==> src/rtl/irq_ctrl.sv <==
// Memory-mapped interrupt controller: latches source events into pending bits, masks them,
// and drives hwint/irq to CP0. Define IRQ_SYNC_EN to add a two-flop synchronizer per source.
module irq_ctrl #(
  parameter int unsigned NSRC = 6,
  parameter logic [31:0] BASE = 32'h0000_7F20
) (
  input  logic            clk,
  input  logic            reset,
  input  logic [NSRC-1:0] src_i,
  input  logic [31:0]     bus_addr,
  input  logic [31:0]     bus_wdata,
  input  logic [3:0]      bus_byteen,
  output logic [31:0]     bus_rdata,
  output logic            bus_hit,
  output logic [NSRC-1:0] hwint,
  output logic            irq
);

  localparam logic [1:0] OffAck  = 2'd0;
  localparam logic [1:0] OffMask = 2'd1;
  localparam logic [1:0] OffMode = 2'd2;
  localparam logic [1:0] OffId   = 2'd3;

  logic [NSRC-1:0] s;
  logic [NSRC-1:0] s_q;
  logic [NSRC-1:0] pending_q, pending_d;
  logic [NSRC-1:0] mask_q, mask_d;
  logic [NSRC-1:0] mode_q, mode_d;
  logic [NSRC-1:0] ack;
  logic [NSRC-1:0] rise;
  logic            wr_en;
  logic [2:0]      id_idx;
  logic            unused_bits;

`ifdef IRQ_SYNC_EN
  logic [NSRC-1:0] sync1_q, sync2_q;

  always_ff @(posedge clk) begin
    if (reset) begin
      sync1_q <= '0;
      sync2_q <= '0;
    end else begin
      sync1_q <= src_i;
      sync2_q <= sync1_q;
    end
  end

  assign s = sync2_q;
`else
  assign s = src_i;
`endif

  assign bus_hit = (bus_addr[31:4] == BASE[31:4]);
  assign wr_en   = bus_hit && bus_byteen[0];
  assign rise    = s & ~s_q;

  assign unused_bits = ^{bus_addr[1:0], bus_wdata[31:NSRC], bus_byteen[3:1]};

  always_comb begin
    mask_d = mask_q;
    mode_d = mode_q;
    ack    = '0;
    if (wr_en) begin
      case (bus_addr[3:2])
        OffAck:  ack    = bus_wdata[NSRC-1:0];
        OffMask: mask_d = bus_wdata[NSRC-1:0];
        OffMode: mode_d = bus_wdata[NSRC-1:0];
        default: ;
      endcase
    end
  end

  // Edge bits: a new rising edge beats a same-cycle ACK. Level bits just follow s.
  assign pending_d = (mode_q & ((pending_q & ~ack) | rise)) | (~mode_q & s);

  always_ff @(posedge clk) begin
    if (reset) begin
      s_q       <= '0;
      pending_q <= '0;
      mask_q    <= '1;
      mode_q    <= '1;
    end else begin
      s_q       <= s;
      pending_q <= pending_d;
      mask_q    <= mask_d;
      mode_q    <= mode_d;
    end
  end

  assign hwint = pending_q & mask_q;
  assign irq   = |hwint;

  // Descending scan so the lowest set index wins.
  always_comb begin
    id_idx = 3'd0;
    for (int i = NSRC - 1; i >= 0; i--) begin
      if (hwint[i]) id_idx = 3'(i);
    end
  end

  always_comb begin
    bus_rdata = '0;
    if (bus_hit) begin
      case (bus_addr[3:2])
        OffMask: bus_rdata[NSRC-1:0] = mask_q;
        OffMode: bus_rdata[NSRC-1:0] = mode_q;
        OffId: begin
          bus_rdata[31]  = irq;
          bus_rdata[2:0] = id_idx;
        end
        default: ;
      endcase
    end
  end

endmodule

==> config.mk <==
export PLATFORM = sky130hd
export DESIGN_NAME = irq_ctrl
export DESIGN_NICKNAME = d
export VERILOG_FILES = /design/src/rtl/irq_ctrl.sv
export SDC_FILE = /design/constraint.sdc
export NUM_CORES = 1
export LEC_CHECK = 0
export CAP_MARGIN = 20
export CELL_PAD_IN_SITES_DETAIL_PLACEMENT = 2
export CELL_PAD_IN_SITES_GLOBAL_PLACEMENT = 2
export CORE_UTILIZATION = 15
export DETAILED_ROUTE_END_ITERATION = 8
export MAX_ROUTING_LAYER = met4
export PLACE_DENSITY = 0.72
export SETUP_SLACK_MARGIN = 0.02
export SLEW_MARGIN = 20
export SYNTH_ARGS = -nofsm -noshare
export SYNTH_HDL_FRONTEND = slang
export SYNTH_SLANG_ARGS = --single-unit
==> constraint.sdc <==
create_clock -name clk -period 2.3 [get_ports clk]
set_input_delay 0.46 -clock clk [delete_from_list [all_inputs] [get_ports clk]]
set_output_delay 0.46 -clock clk [all_outputs]
set_load 0.03 [all_outputs]
---- Yosys cells after proc, flatten, opt, wreduce, memory -nomap -nowiden ----
Cells that the tools add are included.
storage, ports and cells
  flip-flop bits (word level) ............. 24
  input port bits ......................... 76
  output and inout bits ................... 40
  logic and storage cells ................. 36
cells by class
  equal/unequal tests ..................... 4
  muxes and demuxes ....................... 13
  bitwise gates (word level) .............. 10
  reduce and logical (&&, ||, !) cells .... 5
operators with widths
  cell                    number
  $and A6 B6 Y6           5
  $eq A28 B11 Y1 const B  1
  $mux W3                 6
  $mux W6                 3
  $not A6 Y6              3
  $or A6 B6 Y6            2
  $pmux W3 S3             1
  $pmux W3 S2             1
  $reduce_or A6 Y1        1
  $eq A2 B2 Y1 const B    2
  $reduce_and A2 Y1       2
  $eq A2 B1 Y1 const B    1
  $logic_not A2 Y1        1
  $mux W1                 2
  $logic_and A1 B1 Y1     1

---- Depth between registers and ports, before layout ----
Gate-level depths: netlist of run 1.
  depth in word-level cells ............... 9
  mapped depth ............................ 6

---- Worst setup path after synthesis of run 1 ----
OpenSTA, ideal clock, no wires.
  path type ............................... input -> output
  start ................................... in bus_addr[27]
  end ..................................... out bus_rdata[0]
  arrival ................................. 2.283 ns
  required time ........................... 1.840 ns
  slack ................................... -0.443 ns
  stages .................................. 3
  cell sequence ........................... or4_4 > or3_2 > a211oi_1
between the ends
  word-level cells in the longest chain between the ends .. 2
RTL lines
  what            line  source
  from (decl)     10    input logic [31:0] bus_addr,
  $eq A28 B11 Y1  53    assign bus_hit = (bus_addr[31:4] == BASE[31:4]);
  $mux W6         103   if (bus_hit) begin
  to (decl)       13    output logic [31:0] bus_rdata,
Every way passes these cells.

---- Final worst setup path of run 1 ----
  start ................................... in bus_addr[27]
  end ..................................... out bus_rdata[5]
The elaborated chain is that of the path after synthesis.

==> results of run 1 <==
## how the worst min path moves through the flow
stage | from | to | slack (ps) | cells past startpoint
after floorplan | mask_q[1] | mask_q[1] | 490 | 2
after global placement | mask_q[1] | mask_q[1] | 520 | 2
after detailed placement | mask_q[5] | mask_q[5] | 530 | 2
after CTS | mask_q[5] | mask_q[5] | 550 | 2
after global routing | mask_q[5] | mask_q[5] | 570 | 2
final | mask_q[5] | mask_q[5] | 540 | 2
## stage by stage
step | cell area [sq um] | utilization, %
2_1_floorplan | 1650 | -
3_3_place_gp | 2380 | 24.4
3_5_place_dp | 2380 | 24.4
4_1_cts | 2510 | 25.8
5_1_grt | 2490 | 25.6
6_report | 2490 | 25.6
## kinds of logic (layout without fill, tap and decap cells)
family	after synthesis	in the layout	synth area share, %
muxes	12	12	8.02
other	1	25	0.250
DFF	24	24	32.1
AOI/OAI and AO/OA	22	22	10.4
and+or+nand+nor	81	81	29.7
buffers and inverters	36	94	15.4
adders and majority gates	5	5	4.18
## cell usage in the layout (no fill, tap or decap), types with 3 or more instances in the layout
cell	n
nand2_1	34
conb_1	25
dfxtp_1	24
buf_4	21
clkdlybuf4s50_1	20
nor2_1	18
clkbuf_2	13
mux2i_1	12
buf_6	11
clkdlybuf4s15_1	7
inv_1	6
nor2b_1	6
a21oi_1	6
o21a_1	6
and3_4	4
clkbuf_8	4
dlygate4sd2_1	4
buf_12	4
a22o_1	3
ha_1	3
## cell type report
class	count	area [sq um]	share of cell area (%)
Clock buffer	4	55.1	2.21
Inverter	7	30.0	1.21
Multi-Input combinational cell	145	1000	40.3
Sequential cell	24	480	19.3
Tap cell	133	166	6.69
Timing Repair Buffer	83	753	30.3
## tightest hold or removal path, stage by stage, from the launching register on
cell and delay (ps):
dfxtp_1 330, nor2_1 100, mux2i_1 70
## state kept, by name (all words and copies together) (netlist names)
signal	count
mask_q	6
mode_q	6
pending_q	6
s_q	6
## repair_timing
action | in CTS | in global routing
gates cloned | 0 | 0
setup endpoints to repair | 15 | 8
buffers inserted | 3 | 1
resized for setup | 72 | 32
pin swaps | 20 | 15
## per-layer routing
metal | vias up | share of wire (%) | track usage (%)
met5 | - | 0 | -
met3 | 4 | 7.5 | 1.71
met1 | 725 | 39 | 11.3
met4 | 0 | 1.0 | 3.30
met2 | 63 | 52 | 20.4
li1 | 726 | - | -
## where the power goes
part | internal, mW | switching [mW]
Sequential | 0.429 | 0.00678
Clock | 0.153 | 0.140
Combinational | 0.123 | 0.170
Total | 0.705 | 0.316
==> impl_metrics.toml, run 1 <==
[clocking]
clkLatencyLatePin_ps = 270
cts_buffer_depth = 2
cts-root-buf = "clkbuf_8"
cts_sinks = 24
htree_levels = 1
cts_tree = "done"
path_clk_slew_ps = 80
hold_buffers = 0
cts_buffers = 3

[sta]
setup_tns_ps = -611
rsz0062_at_grt = "yes"
hold_viol = 0
clock.fmax_mhz = 414
fin_crit_sh_pct = 105
worst_hold_slack_ps = 538
drv_slew = 0
layout_min_cycle_time_ps = 2420
setup_violations = 8
clock_skew_ps = 4.32
worst_slack_ps = -117

[grt]
grt_pass1_vias = 1649
grt-ovfl-total = 0
grt_usage_pct = 10.8
grt_pass1_wl_um = 8220
grt_max_degree = 31
antenna_found_initial = 0

[synth]
syn-mean-instance-area_sq_um = 8.27
synth.distinct_cells = 33
synthTopCellsByCount = "nand2_1, buf_4, dfxtp_1"
synth_area_leader_cell = "dfxtp_1"
synth_top_flop_cell = "dfxtp_1"
synth_edf_count = 0
synthTopCellsByArea = "dfxtp_1, buf_4, nand2_1"
synth-seq-cells = 24
synthCells = 181
yosysWarnings = 0
synth-async-reset-ratio_pct = 0
yosysSeqAreaShare_pct = 32.1
yosys.cell_count.top_type = "nand2_1"
synth_top_area_share_pct = 32.1
netlist_area_sq_mm = 0.00150

[setup_path]
start_kind = "input pin"
path_max_fanout = 5
rr_worst_depth = 4
crit_end = "bus_rdata[5]"
cpPeakStageDelay_ps = 530
cp.required_ps = 1840
rrSetupSlack_ps = 1410
endpoint_kind = "output port"
arrival_ps = 1960
cp_cell_sequence = "buf_6 -> or4_4 -> or3_4 -> clkinvlp_4 -> and3_4 -> buf_6"
rr_startpoint = "mode_q[0]"
path_common_cell = "buf_6"
cpLargestDelayFamily = "simple AND/OR/NAND/NOR gates"
path_buf_inv = 3
cpMaxStageDelayCell = "or4_4"
crit_type = "in2out"
startpoint = "bus_addr[27]"
r2r-end = "pending_q[0]"
path_depth = 6

[placement]
io_buffers = 59
dp_cells = 388
pre_cts_slack_ps = -505
dpl.hpwl_um = 4240
place.gp.congestion = 0.700

[detailed_routing]
ant_nets = 0
routed_wl_um = 5440
wl_per_cell_um = 13.7
dr_total_vias = 1518
drt_iter0_drc = 55
drc_errors = 0
drtPass1Iterations = 6
viasPerCell = 3.83

[cells_and_area]
stdcell_count = 396
drive_above_1_share_pct = 29.7
syn_to_final_growth_pct = 66.0
nFillCells = 1129
nNetsFinal = 345
insertedDiodeCount = 0

[floorplan]
die_w_um = 102
rows = 36
pin_count = 116
die_h_um = 102
start_util_pct = 15.4
die_area_sq_mm = 0.0104
core-area_sq_mm = 0.00973

[power_and_ir_drop]
power_density_mw_per_mm2 = 411
p_total_mw = 1.02
leakagePower_nw = 1.07
ir_drop_uv = 176

[min_path]
hp-class = "reg2reg"

[run]
cap_violations = 0

[status]
violations = "negative setup slack"
status = "finished with violations"
Note: power is estimated with default switching activity, not from simulation.
==> run 2, diff against run 1 <==
- CORE_UTILIZATION: 15 -> 28
- DONT_BUFFER_PORTS: unset -> 1
- GPL_ROUTABILITY_DRIVEN: unset -> 0
- PLACE_DENSITY: 0.72 -> 0.7
==> run 2 against run 1 <==
Compared with the run above:
- the run now ends clean
- fmax rose by 6.1%
- critical path depth decreased by 2
- total power decreased by 12%
- die area decreased by 46%
- cell count down 34%
- clock-buffer cell count is the same
- global-route usage grew 5.1 points
- flip-flop and latch count did not move
- design area is 32% lower
- worst setup slack better by 140 ps
- via count decreased by 20%
- wire length fell by 21%
- highest routed layer unchanged
==> impl_metrics.toml, run 2 (synthesis gave the netlist of run 1 again) <==
[setup_path]
rr_worst_depth = 4
path_max_fanout = 4
cp_cell_sequence = "or4_4 -> or3_4 -> a211oi_4 -> buf_12"
cpPeakStageDelay_ps = 520
arrival_ps = 1820
start_kind = "input pin"
rr_startpoint = "mode_q[1]"
r2r-end = "pending_q[1]"
cp.required_ps = 1840
endpoint_kind = "output port"
rrSetupSlack_ps = 1390
cpMaxStageDelayCell = "or4_4"
crit_type = "in2out"

[power_and_ir_drop]
ir_drop_uv = 195
p_total_mw = 0.900
leakagePower_nw = 0.715
power_density_mw_per_mm2 = 535

[sta]
fin_crit_sh_pct = 99.1
layout_min_cycle_time_ps = 2280
rsz0062_at_grt = "yes"
clock.fmax_mhz = 439
setup_violations = 0
worst_slack_ps = 21.8
worst_hold_slack_ps = 251
clock_skew_ps = 0.525
drv_slew = 0
hold_viol = 0

[floorplan]
die_w_um = 75.1
rows = 26
start_util_pct = 29.1
pin_count = 116
die_h_um = 75.1
die_area_sq_mm = 0.00565
core-area_sq_mm = 0.00514

[detailed_routing]
routed_wl_um = 4310
dr_total_vias = 1211
wl_per_cell_um = 16.5
drt_iter0_drc = 35
drc_errors = 0
drtPass1Iterations = 4
ant_nets = 0
viasPerCell = 4.64

[min_path]
hp-start = "reset"
min_path_cells = 1
whs_endpoint = "s_q[4]"
hp-class = "in2reg"

[clocking]
clkLatencyLatePin_ps = 270
cts-root-buf = "clkbuf_8"
cts_sinks = 24
cts_buffers = 3
cts_tree = "done"
cts_buffer_depth = 2
path_clk_slew_ps = 80
hold_buffers = 0
htree_levels = 1

[cells_and_area]
stdcell_count = 261
syn_to_final_growth_pct = 12.2
nNetsFinal = 273
stdcell_area_sq_mm = 0.00168
layout_commonest_cell = "nand2_1"
final_cell_mix = "nand2_1, conb_1, dfxtp_1"
drive_above_1_share_pct = 16.8
insertedDiodeCount = 0

[grt]
grt_max_degree = 31
grt_pass1_wl_um = 6330
grt-ovfl-total = 0
grt_pass1_vias = 1336
grt_usage_pct = 15.9
antenna_found_initial = 0

[placement]
pre_cts_slack_ps = 20.9
post_dp_cell_area_sq_mm = 0.00162
dpl.hpwl_um = 3580
io_buffers = 0
dp_cells = 257

[status]
status = "complete, no violations"

[run]
cap_violations = 0
[run 2: worst max-delay path, delay by kind of cell]
family | cells | cell delay, ps
buffers and inverters | 1 | 160
AO/OA/AOI/OAI | 1 | 230
AND/OR/NAND/NOR | 2 | 970
[run 2: report_power, final]
| group | switching (mW) | internal (mW) | total, mW | leakage, nW |
|---|---|---|---|---|
| Sequential | 0.00615 | 0.429 | 0.435 | 0.197 |
| Clock | 0.134 | 0.153 | 0.287 | 0.0288 |
| Combinational | 0.134 | 0.0435 | 0.177 | 0.489 |
[run 2: final cells by class]
| class | instances | area, sq um |
|---|---|---|
| Sequential cell | 24 | 480 |
| Clock buffer | 4 | 55.1 |
| Fill cell | 631 | 3460 |
| Tap cell | 70 | 87.6 |
| Timing Repair Buffer | 11 | 95.1 |
| Inverter | 7 | 30.0 |
| Multi-Input combinational cell | 145 | 932 |
[run 2: worst max path at each step]
stage / start / end / slack, ps / cells after the start
6_report: bus_addr[27] / bus_rdata[2] / 20 / 4
5_1_grt: bus_addr[27] / bus_rdata[2] / -2 / 4
4_1_cts: bus_addr[27] / bus_rdata[2] / 20 / 4
3_5_place_dp: bus_addr[27] / bus_rdata[2] / 20 / 4
3_3_place_gp: bus_addr[27] / bus_rdata[2] / 20 / 4
2_1_floorplan: bus_addr[27] / bus_rdata[1] / -90 / 3
[run 2: timing repair]
action                     in CTS  in global routing
setup buffers                   0                  0
gates resized for setup         0                  1
setup endpoints to repair       2                  6
pin swaps                       0                  1
[run 2: through the flow]
stage / setup TNS (ps) / utilization (%)
5_1_grt: -1.62 / 32.7
3_5_place_dp: 0 / 31.6
4_1_cts: 0 / 32.7
3_3_place_gp: 0 / 31.6
6_report: 0 / 32.7
2_1_floorplan: -405 / -
[run 2: layer usage]
metal	share of wire, %	vias to the layer above	track usage (%)	wire length, um
met1	38	572	17.5	1660
li1	-	580	-	-
met4	1.0	0	4.32	44
met5	0	-	-	0
met2	54	54	29.3	2320
met3	6.7	5	2.68	290
